## src/rtl/uart1_rx_pkg.sv

```systemverilog
// Shared types and constants for the UART1 serial receiver.
package uart1_rx_pkg;

  // Receiver FSM states.
  typedef enum logic [2:0] {
    ST_IDLE      = 3'd0,
    ST_START     = 3'd1,
    ST_DATA      = 3'd2,
    ST_STOP      = 3'd3,
    ST_WAIT_IDLE = 3'd4
  } rx_state_e;

  // Level of an idle (marking) serial line.
  localparam logic UART_IDLE_LEVEL = 1'b1;

  localparam int unsigned DEFAULT_DATA_BITS    = 8;
  localparam int unsigned DEFAULT_CLKS_PER_BIT = 16;

  // Offset from the start-bit edge to its midpoint, in clk cycles.
  function automatic int unsigned half_period(input int unsigned clks_per_bit);
    return clks_per_bit / 2;
  endfunction

endpackage

```

## src/rtl/uart1_rx_if.sv

```systemverilog
// Receiver-side bundle: serial line in, parallel byte and status out.
interface uart1_rx_if
  import uart1_rx_pkg::*;
#(
  parameter int unsigned DATA_BITS = DEFAULT_DATA_BITS
);

  logic                 serial_in;
  logic [DATA_BITS-1:0] rx_data;
  logic                 rx_valid;
  logic                 frame_err;
  logic                 busy;

  // Receiver drives the parallel side and listens to the line.
  modport master (
    input  serial_in,
    output rx_data,
    output rx_valid,
    output frame_err,
    output busy
  );

  // Line driver / parallel consumer.
  modport slave (
    output serial_in,
    input  rx_data,
    input  rx_valid,
    input  frame_err,
    input  busy
  );

endinterface

```

## src/rtl/uart1_rx_sync.sv

```systemverilog
// Two-flop synchronizer for the asynchronous serial line; resets to idle level.
module uart1_rx_sync
  import uart1_rx_pkg::*;
(
  input  logic clk,
  input  logic rst,
  input  logic d,
  output logic q
);

  logic meta;

  // Two back-to-back flops; reset to the marking level so no false start.
  always_ff @(posedge clk or negedge rst) begin
    if (!rst) begin
      meta <= UART_IDLE_LEVEL;
      q    <= UART_IDLE_LEVEL;
    end else begin
      meta <= d;
      q    <= meta;
    end
  end

endmodule

```

## src/rtl/uart1_rx.sv

```systemverilog
// UART1 8N1 receiver: mid-bit sampling, one-cycle valid / framing-error pulses.
module uart1_rx
  import uart1_rx_pkg::*;
#(
  parameter int unsigned CLKS_PER_BIT = DEFAULT_CLKS_PER_BIT,
  parameter int unsigned DATA_BITS    = DEFAULT_DATA_BITS
)(
  input  logic       clk,
  input  logic       rst,
  uart1_rx_if.master bus
);

  localparam int unsigned CNT_W = $clog2(CLKS_PER_BIT);
  localparam int unsigned BIT_W = $clog2(DATA_BITS + 1);
  localparam int unsigned HALF  = half_period(CLKS_PER_BIT);

  localparam logic [CNT_W-1:0] HALF_LAST = CNT_W'(HALF - 1);
  localparam logic [CNT_W-1:0] BIT_LAST  = CNT_W'(CLKS_PER_BIT - 1);
  localparam logic [BIT_W-1:0] DATA_LAST = BIT_W'(DATA_BITS - 1);

  logic rx_s;

  rx_state_e            state_q, state_d;
  logic [CNT_W-1:0]     clk_cnt_q, clk_cnt_d;
  logic [BIT_W-1:0]     bit_cnt_q, bit_cnt_d;
  logic [DATA_BITS-1:0] shift_q, shift_d;
  logic [DATA_BITS-1:0] rx_data_q, rx_data_d;
  logic                 rx_valid_q, rx_valid_d;
  logic                 frame_err_q, frame_err_d;
  logic                 busy_q, busy_d;

  logic half_hit;
  logic bit_hit;

  // Bring the serial line into the clk domain.
  uart1_rx_sync u_sync (
    .clk (clk),
    .rst (rst),
    .d   (bus.serial_in),
    .q   (rx_s)
  );

  assign half_hit = (clk_cnt_q == HALF_LAST);
  assign bit_hit  = (clk_cnt_q == BIT_LAST);

  // State register.
  always_ff @(posedge clk or negedge rst) begin
    if (!rst) begin
      state_q <= ST_IDLE;
    end else begin
      state_q <= state_d;
    end
  end

  // Next-state logic.
  always_comb begin
    state_d = state_q;
    case (state_q)
      ST_IDLE: begin
        if (rx_s != UART_IDLE_LEVEL) begin
          state_d = ST_START;
        end
      end
      ST_START: begin
        // A start bit that is high again at its midpoint was only a glitch.
        if (half_hit) begin
          state_d = (rx_s == UART_IDLE_LEVEL) ? ST_IDLE : ST_DATA;
        end
      end
      ST_DATA: begin
        if (bit_hit && (bit_cnt_q == DATA_LAST)) begin
          state_d = ST_STOP;
        end
      end
      ST_STOP: begin
        // Leave at the stop-bit midpoint so a back-to-back start is caught.
        if (bit_hit) begin
          state_d = (rx_s == UART_IDLE_LEVEL) ? ST_IDLE : ST_WAIT_IDLE;
        end
      end
      ST_WAIT_IDLE: begin
        // A broken frame or a break: wait for the line to mark again.
        if (rx_s == UART_IDLE_LEVEL) begin
          state_d = ST_IDLE;
        end
      end
      default: begin
        state_d = ST_IDLE;
      end
    endcase
  end

  // Output and datapath next values.
  always_comb begin
    clk_cnt_d   = clk_cnt_q;
    bit_cnt_d   = bit_cnt_q;
    shift_d     = shift_q;
    rx_data_d   = rx_data_q;
    rx_valid_d  = 1'b0;
    frame_err_d = 1'b0;
    busy_d      = (state_d != ST_IDLE);

    case (state_q)
      ST_IDLE: begin
        clk_cnt_d = '0;
        bit_cnt_d = '0;
      end
      ST_START: begin
        if (half_hit) begin
          clk_cnt_d = '0;
          bit_cnt_d = '0;
        end else begin
          clk_cnt_d = clk_cnt_q + CNT_W'(1);
        end
      end
      ST_DATA: begin
        if (bit_hit) begin
          // LSB arrives first, so shift right and insert at the MSB.
          shift_d   = {rx_s, shift_q[DATA_BITS-1:1]};
          bit_cnt_d = bit_cnt_q + BIT_W'(1);
          clk_cnt_d = '0;
        end else begin
          clk_cnt_d = clk_cnt_q + CNT_W'(1);
        end
      end
      ST_STOP: begin
        if (bit_hit) begin
          clk_cnt_d = '0;
          if (rx_s == UART_IDLE_LEVEL) begin
            rx_data_d  = shift_q;
            rx_valid_d = 1'b1;
          end else begin
            frame_err_d = 1'b1;
          end
        end else begin
          clk_cnt_d = clk_cnt_q + CNT_W'(1);
        end
      end
      ST_WAIT_IDLE: begin
        clk_cnt_d = '0;
      end
      default: begin
        clk_cnt_d = '0;
        bit_cnt_d = '0;
      end
    endcase
  end

  // Counters, shift register and registered outputs.
  always_ff @(posedge clk or negedge rst) begin
    if (!rst) begin
      clk_cnt_q   <= '0;
      bit_cnt_q   <= '0;
      shift_q     <= '0;
      rx_data_q   <= '0;
      rx_valid_q  <= 1'b0;
      frame_err_q <= 1'b0;
      busy_q      <= 1'b0;
    end else begin
      clk_cnt_q   <= clk_cnt_d;
      bit_cnt_q   <= bit_cnt_d;
      shift_q     <= shift_d;
      rx_data_q   <= rx_data_d;
      rx_valid_q  <= rx_valid_d;
      frame_err_q <= frame_err_d;
      busy_q      <= busy_d;
    end
  end

  assign bus.rx_data   = rx_data_q;
  assign bus.rx_valid  = rx_valid_q;
  assign bus.frame_err = frame_err_q;
  assign bus.busy      = busy_q;

endmodule

```

## src/flat_wrapper.sv

```systemverilog
// flat-port wrapper written by rule: the top's interface ports become plain ports
module uart1_rx_flat import uart1_rx_pkg::*;
#(
  parameter int unsigned CLKS_PER_BIT = DEFAULT_CLKS_PER_BIT,
  parameter int unsigned DATA_BITS    = DEFAULT_DATA_BITS
)
  (clk, rst, bus_serial_in, bus_rx_data, bus_rx_valid, bus_frame_err, bus_busy);
  uart1_rx_if #(.DATA_BITS(DATA_BITS)) bus_i ();
  input  logic clk;
  input  logic rst;
  input wire logic [$bits(bus_i.serial_in)-1:0] bus_serial_in;
  output wire logic [$bits(bus_i.rx_data)-1:0] bus_rx_data;
  output wire logic [$bits(bus_i.rx_valid)-1:0] bus_rx_valid;
  output wire logic [$bits(bus_i.frame_err)-1:0] bus_frame_err;
  output wire logic [$bits(bus_i.busy)-1:0] bus_busy;
  assign bus_i.serial_in = bus_serial_in;
  assign bus_rx_data = bus_i.rx_data;
  assign bus_rx_valid = bus_i.rx_valid;
  assign bus_frame_err = bus_i.frame_err;
  assign bus_busy = bus_i.busy;
  uart1_rx #(.CLKS_PER_BIT(CLKS_PER_BIT), .DATA_BITS(DATA_BITS)) u_core (.clk(clk), .rst(rst), .bus(bus_i));
endmodule
```

## config.mk

```make
export PLATFORM = sky130hd
export DESIGN_NAME = uart1_rx_flat
export DESIGN_NICKNAME = d
export VERILOG_FILES = /design/src/rtl/uart1_rx_pkg.sv /design/src/rtl/uart1_rx_if.sv /design/src/rtl/uart1_rx_sync.sv /design/src/rtl/uart1_rx.sv /design/src/flat_wrapper.sv
export SDC_FILE = /design/constraint.sdc
export NUM_CORES = 1
export LEC_CHECK = 0
export BUFFER_PORTS_ARGS = -buffer_cell sky130_fd_sc_hd__buf_2
export CORE_UTILIZATION = 25
export CTS_CLUSTER_DIAMETER = 120
export DETAILED_ROUTE_END_ITERATION = 16
export GPL_TIMING_DRIVEN = 0
export PLACE_DENSITY = 0.45
export SKIP_CTS_REPAIR_TIMING = 1
export SKIP_LAST_GASP = 1
export SLEW_MARGIN = 20
export SYNTH_ARGS = -nofsm -noshare
export SYNTH_HDL_FRONTEND = slang
export SYNTH_SLANG_ARGS = --single-unit
```

## constraint.sdc

```tcl
create_clock -name clk -period 3 [get_ports clk]
set_input_delay 0.45 -clock clk [delete_from_list [all_inputs] [get_ports clk]]
set_output_delay 0.45 -clock clk [all_outputs]
set_load 0.02 [all_outputs]
```

==> flow_metrics.py, run 1 <==
metrics = {
    "setup_path": {
        "timing.rr.end": "u_core.bus.rx_data[6]",
        "slowest_delay_ns": 0.40,
        "start_kind": "flop",
        "worstPathRequired_ns": 3.16,
        "crit_fanout": 9,
        "crit_slowest_cell": "dfrtp_1",
        "critPathTopFamily": "simple AND/OR/NAND/NOR gates",
        "crit-reg2reg-launch": "u_core.clk_cnt_q[0]",
        "r2r_slack_ns": 1.16,
        "crit_arrival_ns": 2.00,
        "path_class": "reg2reg",
        "r2r_cells": 5,
        "cp-end-kind": "flop",
        "crit_chain": "ha_1 > buf_2 > and4_1 > nand3_1 > mux2_2",
        "worst-path-buf-inv": 1,
    },
    "cts": {
        "clkLatencyLatePin_ns": 0.28,
        "cts_tree": "built",
        "htree_levels": 2,
        "path_clk_slew_ns": 0.07,
        "cts_buffers": 5,
        "clock-sinks": 32,
        "cts_buffer_depth": 2,
        "clock-root-buffer": "clkbuf_8",
    },
    "yosys": {
        "synth_top_family_by_area": "simple AND/OR/NAND/NOR gates",
        "synth.area.mux_share_pct": 13.2,
        "syn_nets": 114,
        "synthSimpleGateAreaFrac_pct": 13.8,
        "synth-xor-area-share_pct": 1.29,
        "netlist_area_mm2": 0.00136,
        "synth_compound_gate_area_share_pct": 6.99,
        "synth_edf_count": 0,
        "synth-async-reset-ratio_pct": 100,
        "ys_ff_latch": 32,
        "synthCells": 109,
        "synth_warnings": 0,
        "ys_seq_area_share_pct": 59.0,
        "ys.flop_type": "dfrtp_1",
        "yosysUniqueCellTypes": 32,
        "synth_fa_ha_area_share_pct": 1.84,
        "avgSynthCellArea_um2": 12.5,
    },
    "sta": {
        "period_needed_ns": 1.84,
        "max_slew_margin_pct": 52.7,
        "fmax_mhz": 543,
        "slew_violations": 0,
        "setup_tns_ns": 0,
        "grt_setup_unrepaired": "false",
        "setup_viol": 0,
        "hold_violations": 0,
        "tightest_slew_ns": 0.709,
        "worst_clock_skew_ns": 0.00569,
        "finalCritPeriodShare_pct": 61.4,
    },
    "floorplan": {
        "row_count": 26,
        "fp.dieH_um": 75.8,
        "die_w_um": 75.8,
        "core_mm2": 0.00517,
        "dieArea_mm2": 0.00574,
        "io_pins": 14,
        "start_util_pct": 26.3,
    },
    "global_routing": {
        "overflow": 0,
        "grt_max_degree": 33,
        "antenna_found_initial": 0,
        "grt_pass1_vias": 977,
        "grt_pass1_wl_mm": 4.15,
        "grt_usage_pct": 9.87,
    },
    "drt": {
        "drt_iter0_drc": 34,
        "firstDrtPassIters": 4,
        "wl_per_cell_um": 12.0,
        "vias_per_cell": 4.41,
        "via_count": 881,
        "drc_errors": 0,
        "ant_nets": 0,
        "wirelength_mm": 2.41,
    },
    "layout": {
        "regArea_um2": 803,
        "final_area_mm2": 0.00162,
        "synthToLayoutAreaGrowth_pct": 19.1,
        "drive_above_1_share_pct": 33.8,
        "final_cell_mix": "dfrtp_1, buf_2, mux2_2",
        "fill_cells": 520,
        "nets": 134,
        "num_antenna_cells": 0,
        "multi_input_area_um2": 505,
        "stdcell_count": 200,
        "final_common_cell": "dfrtp_1",
    },
    "placement": {
        "place_congestion": 0.807,
        "dpl.cell_count": 192,
        "dpl.hpwl_mm": 1.69,
        "placed_cell_area_mm2": 0.00151,
        "portBuffers": 13,
    },
    "flow_run": {
        "cap_viol_max_count": 0,
    },
    "pwr": {
        "irDropWorstVdd_v": 0.000229,
        "power_leakage_nw": 0.784,
        "power_mw": 1.20,
        "p_per_area_mw_per_mm2": 741,
    },
    "worst_hold_path": {
        "hold_class": "in2async",
    },
    "outcome": {
        "status": "completed",
    },
}
-- cells in the mapped netlist (all sizes together) (2+ instances only) --
cell	count	area, um^2
nor2	6	22.5
mux2	16	180
dfrtp	30	751
inv	5	18.8
nor3b	3	22.5
ha	2	25.0
nand2	7	26.3
o21ai	5	25.0
and2b	2	17.5
or3	5	31.3
a21boi	2	15.0
nand3	4	20.0
dfstp	2	52.6
buf	5	33.8
-- flip-flops by register name, summed over array words and instances (netlist names), 3 cells and up --
name / cells
u_core.clk_cnt_q: 4
u_core.bus.rx_data: 8
u_core.bit_cnt_q: 4
u_core.state_q: 3
u_core.shift_q: 8
-- cell type report --
| cell class | instances | area share [%] |
|---|---|---|
| sequential | 32 | 49.5 |
| multi-input combinational | 67 | 31.2 |
| tap | 70 | 5.40 |
| clock buffer | 6 | 4.48 |
| timing repair buffer | 13 | 4.01 |
| clock inverter | 2 | 2.16 |
| buffer | 5 | 2.08 |
| inverter | 5 | 1.16 |
-- logic make-up after synthesis --
| logic type | Yosys count |
|---|---|
| and+or+nand+nor | 33 |
| adders and majority gates | 2 |
| buffers and inverters | 10 |
| muxes | 16 |
| AOI/OAI and AO/OA | 14 |
| DFF | 32 |
| xor gates and xnor gates | 2 |
-- worst max path at each step --
stage	startpoint	endpoint	cells after the start
floorplan	u_core.clk_cnt_q[0]	u_core.bus.rx_data[0]	5
global placement	u_core.clk_cnt_q[0]	u_core.bus.rx_data[0]	5
detailed placement	u_core.clk_cnt_q[0]	u_core.bus.rx_data[6]	5
CTS	u_core.clk_cnt_q[0]	u_core.bus.rx_data[6]	5
global route	u_core.clk_cnt_q[0]	u_core.bus.rx_data[5]	5
finish	u_core.clk_cnt_q[0]	u_core.bus.rx_data[6]	5
-- power breakdown --
group	switching, mW	internal, mW
logic	0.153	0.126
clock network	0.154	0.246
registers	0.0349	0.487
-- metal layers --
metal | up-vias | routed length [um] | global-route usage [%]
met5 | - | 0 | 0
met4 | 0 | 6 | 3.29
met3 | 2 | 119 | 4.10
met2 | 19 | 1200 | 16.7
met1 | 438 | 1080 | 11.2
li1 | 422 | - | -
-- worst register-to-register path: stages (launching register included) --
cell and delay [ns]:
dfrtp_1 0.40, ha_1 0.20, buf_2 0.16, and4_1 0.21, nand3_1 0.36, mux2_2 0.39
-- through the flow --
step / util (%) / worst slack (ns) / hold WS [ns]
after floorplan: - / 1.35 / 0.154
after global placement: 29.3 / 1.15 / 0.347
after detailed placement: 29.3 / 1.12 / 0.351
after CTS: 31.3 / 1.12 / 0.244
after global routing: 31.3 / 1.03 / 0.254
final: 31.3 / 1.16 / 0.218
Note: power is estimated with default switching activity, not from simulation.
==> run 2: changes to the inputs <==
--- a/config.mk
+++ b/config.mk
@@ -10,7 +10,7 @@
 export CTS_CLUSTER_DIAMETER = 120
 export DETAILED_ROUTE_END_ITERATION = 16
 export GPL_TIMING_DRIVEN = 0
-export PLACE_DENSITY = 0.45
+export PLACE_DENSITY = 0.47
 export SKIP_CTS_REPAIR_TIMING = 1
 export SKIP_LAST_GASP = 1
 export SLEW_MARGIN = 20
==> constraint.sdc (replaced) <==
create_clock -name clk -period 1.65 [get_ports clk]
set_input_delay 0.2475 -clock clk [delete_from_list [all_inputs] [get_ports clk]]
set_output_delay 0.2475 -clock clk [all_outputs]
set_load 0.02 [all_outputs]
==> flow_metrics.py, run 2 (synthesis results as in run 1) <==
metrics = {
    "outcome": {
        "status": "finished with violations",
        "violations": "setup timing",
    },
    "drt": {
        "via_count": 895,
        "vias_per_cell": 4.34,
        "wirelength_mm": 2.50,
        "wl_per_cell_um": 12.1,
        "drt_iter0_drc": 83,
        "drc_errors": 0,
        "firstDrtPassIters": 4,
        "ant_nets": 0,
    },
    "setup_path": {
        "path_class": "reg2reg",
        "cp-end-kind": "flop",
        "r2r_cells": 6,
        "start_kind": "flop",
        "crit_fanout": 7,
        "worstPathRequired_ns": 1.86,
        "crit_arrival_ns": 1.90,
    },
    "cts": {
        "clock-sinks": 32,
        "clkLatencyLatePin_ns": 0.28,
        "cts_buffers": 5,
        "htree_levels": 2,
        "cts_buffer_depth": 2,
        "cts_tree": "built",
        "path_clk_slew_ns": 0.06,
        "clock-root-buffer": "clkbuf_8",
    },
    "worst_hold_path": {
        "hold_class": "in2async",
    },
    "sta": {
        "fmax_mhz": 594,
        "finalCritPeriodShare_pct": 102,
        "grt_setup_unrepaired": "true",
        "period_needed_ns": 1.68,
        "max_slew_margin_pct": 53.2,
        "setup_viol": 11,
        "tightest_slew_ns": 0.702,
        "fin_ws_ns": -0.0337,
        "hold_violations": 0,
        "worst_clock_skew_ns": 0.00273,
        "slew_violations": 0,
    },
    "layout": {
        "final_util_pct": 33.0,
        "drive_above_1_share_pct": 40.4,
        "num_antenna_cells": 0,
        "synthToLayoutAreaGrowth_pct": 25.4,
        "final_cell_mix": "dfrtp_1, mux2_2, buf_2",
        "final_common_cell": "dfrtp_1",
        "final_area_mm2": 0.00171,
        "nets": 140,
    },
    "pwr": {
        "p_per_area_mw_per_mm2": 1340,
        "p_switching_mw": 0.644,
        "pwr-share-comb_pct": 27.2,
        "power_leakage_nw": 0.820,
        "p_seq_share_pct": 41.4,
        "irDropWorstVdd_v": 0.000492,
        "swShare_pct": 28.1,
        "pwr-share-clk_pct": 31.3,
        "p_int_mw": 1.65,
    },
    "floorplan": {
        "row_count": 26,
        "die_w_um": 75.8,
        "dieArea_mm2": 0.00574,
        "io_pins": 14,
        "core_mm2": 0.00517,
        "start_util_pct": 26.3,
        "fp.dieH_um": 75.8,
    },
    "placement": {
        "dpl.hpwl_mm": 1.65,
        "portBuffers": 13,
        "placed_cell_area_mm2": 0.00151,
        "place_congestion": 0.801,
    },
    "global_routing": {
        "overflow": 0,
        "grt_usage_pct": 10.4,
        "grt_pass1_wl_mm": 4.28,
        "grt_pass1_vias": 956,
        "antenna_found_initial": 0,
        "grt_max_degree": 33,
    },
    "flow_run": {
        "cap_viol_max_count": 0,
    },
}
run 2: cell count changes in the layout (fill, tap and decap cells not counted), moves of 2 or more:
cell	delta
buf_4	+6
buf_6	+2
or3_1	-2
buf_2	-2
or3_4	+2
run 2: worst paths after layout:
kind	slack, ns	from	to
worst max-delay path	-0.03	u_core.clk_cnt_q[0]	u_core.bus.busy
worst min-delay path	0.01	rst	u_core.bus.frame_err
worst max register to register	-0.03	u_core.clk_cnt_q[0]	u_core.bus.busy
worst min register to register	0.36	u_core.u_sync.meta	u_core.u_sync.q
max in group asynchronous	1.19	rst	u_core.state_q[2]
min in group clk	0.06	bus_serial_in	u_core.u_sync.meta
run 2: routing by layer:
metal	track usage, %	share of wire, %	wire length [um]
met5	0	0	0
met4	6.17	1.9	48
met3	3.44	4.5	113
met2	16.7	50	1250
met1	12.0	43	1090
run 2: worst max-delay path, stage by stage, from the launching register on:
cell      delay (ns)
dfrtp_1         0.36
ha_2            0.18
buf_6           0.12
nand4_1         0.11
or3_4           0.36
or3_4           0.38
nand4b_1        0.09
run 2: layout make-up:
cell class | count | area [um^2]
Fill cell | 527 | 3470
Sequential cell | 32 | 803
Multi-Input combinational cell | 67 | 533
Timing Repair Buffer | 19 | 110
Tap cell | 70 | 87.6
Clock buffer | 6 | 72.6
Buffer | 5 | 46.3
Clock inverter | 2 | 35.0
Inverter | 5 | 18.8
run 2: power by group through the flow:
| stage | clock (mW) | combinational, mW | sequential, mW |
|---|---|---|---|
| after detailed placement | 0 | 0.505 | 0.963 |
| after CTS | 0.748 | 0.504 | 0.949 |
| after global routing | 0.774 | 0.697 | 0.965 |
| after global placement | 0 | 0.492 | 0.959 |
| final | 0.719 | 0.624 | 0.950 |
| after floorplan | 0 | 0.387 | 0.961 |
run 2: stage by stage:
| stage | power [mW] | TNS [ns] | hold WS [ns] | setup WS (ns) | cells |
|---|---|---|---|---|---|
| floorplan | 1.35 | 0 | -0.0481 | 0.000570 | 109 |
| global placement | 1.45 | -2.89 | 0.333 | -0.182 | 192 |
| detailed placement | 1.47 | -3.15 | 0.342 | -0.211 | 192 |
| CTS | 2.20 | -3.43 | 0.0331 | -0.217 | 200 |
| global route | 2.44 | -1.53 | 0.0514 | -0.147 | 206 |
| finish | 2.29 | -0.203 | 0.0119 | -0.0337 | 206 |
==> run 3: changes to the inputs <==
--- a/config.mk
+++ b/config.mk
@@ -5,6 +5,7 @@
 export SDC_FILE = /design/constraint.sdc
 export NUM_CORES = 1
 export LEC_CHECK = 0
+export ABC_AREA = 1
 export BUFFER_PORTS_ARGS = -buffer_cell sky130_fd_sc_hd__buf_2
 export CORE_UTILIZATION = 25
 export CTS_CLUSTER_DIAMETER = 120
==> flow_metrics.py, run 3 <==
metrics = {
    "outcome": {
        "status": "completed",
    },
    "layout": {
        "stdcell_count": 246,
        "final_cell_mix": "nand2_1, dfrtp_1, inv_1",
        "final_area_mm2": 0.00170,
        "num_antenna_cells": 0,
        "synthToLayoutAreaGrowth_pct": 16.6,
        "drive_above_1_share_pct": 29.9,
        "final_common_cell": "nand2_1",
        "final_util_pct": 30.5,
        "fill_cells": 620,
        "nets": 178,
    },
    "sta": {
        "fin_ws_ns": 0.164,
        "worst_clock_skew_ns": 0.00538,
        "fmax_mhz": 673,
        "slew_violations": 0,
        "grt_setup_unrepaired": "false",
        "setup_tns_ns": 0,
        "holdWs_ns": 0.0111,
        "setup_viol": 0,
        "max_slew_margin_pct": 53.1,
        "tightest_slew_ns": 0.703,
        "hold_violations": 0,
        "period_needed_ns": 1.49,
        "finalCritPeriodShare_pct": 90.0,
    },
    "drt": {
        "wl_per_cell_um": 10.4,
        "wirelength_mm": 2.55,
        "drc_errors": 0,
        "drt_iter0_drc": 53,
        "via_count": 1013,
        "ant_nets": 0,
        "vias_per_cell": 4.12,
        "firstDrtPassIters": 4,
    },
    "global_routing": {
        "overflow": 0,
        "grt_pass1_vias": 1004,
        "grt_pass1_wl_mm": 4.62,
        "gr-usage-met3_pct": 2.79,
        "antenna_found_initial": 0,
        "grt_use_met1_pct": 12.9,
        "grtUsageMet2_pct": 15.0,
        "grt_max_degree": 33,
        "top_usage_layer": "met2",
        "grt_usage_pct": 10.1,
    },
    "cts": {
        "cts_buffers": 5,
        "clock-sinks": 32,
        "path_clk_slew_ns": 0.07,
        "cts_tree": "built",
        "clkLatencyLatePin_ns": 0.28,
        "clock-root-buffer": "clkbuf_8",
        "htree_levels": 2,
        "cts_buffer_depth": 2,
    },
    "yosys": {
        "netlist_area_mm2": 0.00146,
        "syn_nets": 158,
        "avgSynthCellArea_um2": 9.54,
        "yosysUniqueCellTypes": 24,
        "synth-async-reset-ratio_pct": 100,
        "synthCells": 153,
        "synth_warnings": 0,
        "ys_ff_latch": 32,
        "ys.flop_type": "dfrtp_1",
        "synthTopCellsByCount": "nand2_1, dfrtp_1, inv_1, o21ai_2, nand3_1",
        "ys_seq_area_share_pct": 55.1,
        "synth_area_leaders": "dfrtp_1, nand2_1, o21ai_2",
        "synth_top_cell_by_area": "dfrtp_1",
        "yosysTopAreaCellShare_pct": 51.5,
        "synth_edf_count": 0,
        "yosysMostFrequentCell": "nand2_1",
    },
    "pwr": {
        "p_seq_share_pct": 48.7,
        "pwr-share-clk_pct": 30.8,
        "p_int_mw": 1.28,
        "power_mw": 1.92,
        "p_per_area_mw_per_mm2": 1130,
        "p_switching_mw": 0.638,
        "swShare_pct": 33.2,
        "power_leakage_nw": 0.854,
        "pwr-share-comb_pct": 20.5,
        "irDropWorstVdd_v": 0.000587,
    },
    "placement": {
        "portBuffers": 13,
        "dpl.hpwl_mm": 1.80,
        "dp_slack_ns": 0.163,
        "dpl.cell_count": 238,
        "place_congestion": 0.771,
        "placed_cell_area_mm2": 0.00161,
    },
    "floorplan": {
        "core_mm2": 0.00557,
        "dieArea_mm2": 0.00614,
        "fp.dieH_um": 78.4,
        "start_util_pct": 26.2,
        "die_w_um": 78.4,
        "row_count": 27,
        "io_pins": 14,
    },
    "setup_path": {
        "start_kind": "flop",
        "crit_arrival_ns": 1.65,
        "cp-end-kind": "flop",
        "path_class": "reg2reg",
        "worstPathRequired_ns": 1.81,
        "crit_fanout": 9,
    },
    "worst_hold_path": {
        "hold_class": "in2async",
    },
    "flow_run": {
        "cap_viol_max_count": 0,
    },
}
## run 3: cells by family (layout without fill, tap and decap cells)
family	after synthesis	in the layout	synth area share, %
and+or+nand+nor	76	76	24.8
DFF	32	32	55.1
buffers and inverters	22	43	6.77
AOI/OAI and AO/OA	19	19	10.5
adders and majority gates	2	2	1.71
xor gates and xnor gates	2	2	1.20
## run 3: metal layers
layer | wire length [um] | part of all wire, %
met4 | 72 | 2.8
met1 | 1300 | 51
met3 | 99 | 3.9
met2 | 1080 | 42
met5 | 0 | 0
## run 3: final cells by class
type	count	area (um^2)	area share [%]
flip-flops and latches	32	803	47.2
multi-input cells	99	557	32.7
well taps	72	90.1	5.29
inverters	20	76.3	4.49
clock buffers	5	68.8	4.04
repair buffers	13	65.1	3.82
plain buffers	2	22.5	1.32
clock inverters	3	18.8	1.10
## run 3: power by group through the flow
stage          sequential (mW)  clock, mW  combinational [mW]
2_1_floorplan            0.949          0               0.293
3_3_place_gp             0.949          0               0.401
3_5_place_dp             0.948          0               0.400
4_1_cts                  0.935      0.627               0.400
5_1_grt                  0.949      0.664               0.463
6_report                 0.934      0.592               0.393
## run 3: critical path, cell delays in order, from the launching register on
cell      delay [ns]
dfrtp_1         0.40
ha_1            0.26
nand3_2         0.14
clkinv_2        0.12
nand2_4         0.15
nor2_1          0.06
nor2_1          0.17
nand2_1         0.07
## run 3: final timing paths
path                                startpoint             endpoint  slack [ns]  cells past startpoint
min reg2reg                 u_core.u_sync.meta      u_core.u_sync.q        0.37                      0
max reg2reg                u_core.clk_cnt_q[0]      u_core.bus.busy        0.16                      7
max                        u_core.clk_cnt_q[0]      u_core.bus.busy        0.16                      7
max in group asynchronous                  rst  u_core.bit_cnt_q[3]        1.18                      1
min                                        rst  u_core.clk_cnt_q[0]        0.01                      1
min in group clk                 bus_serial_in   u_core.u_sync.meta        0.06                      1
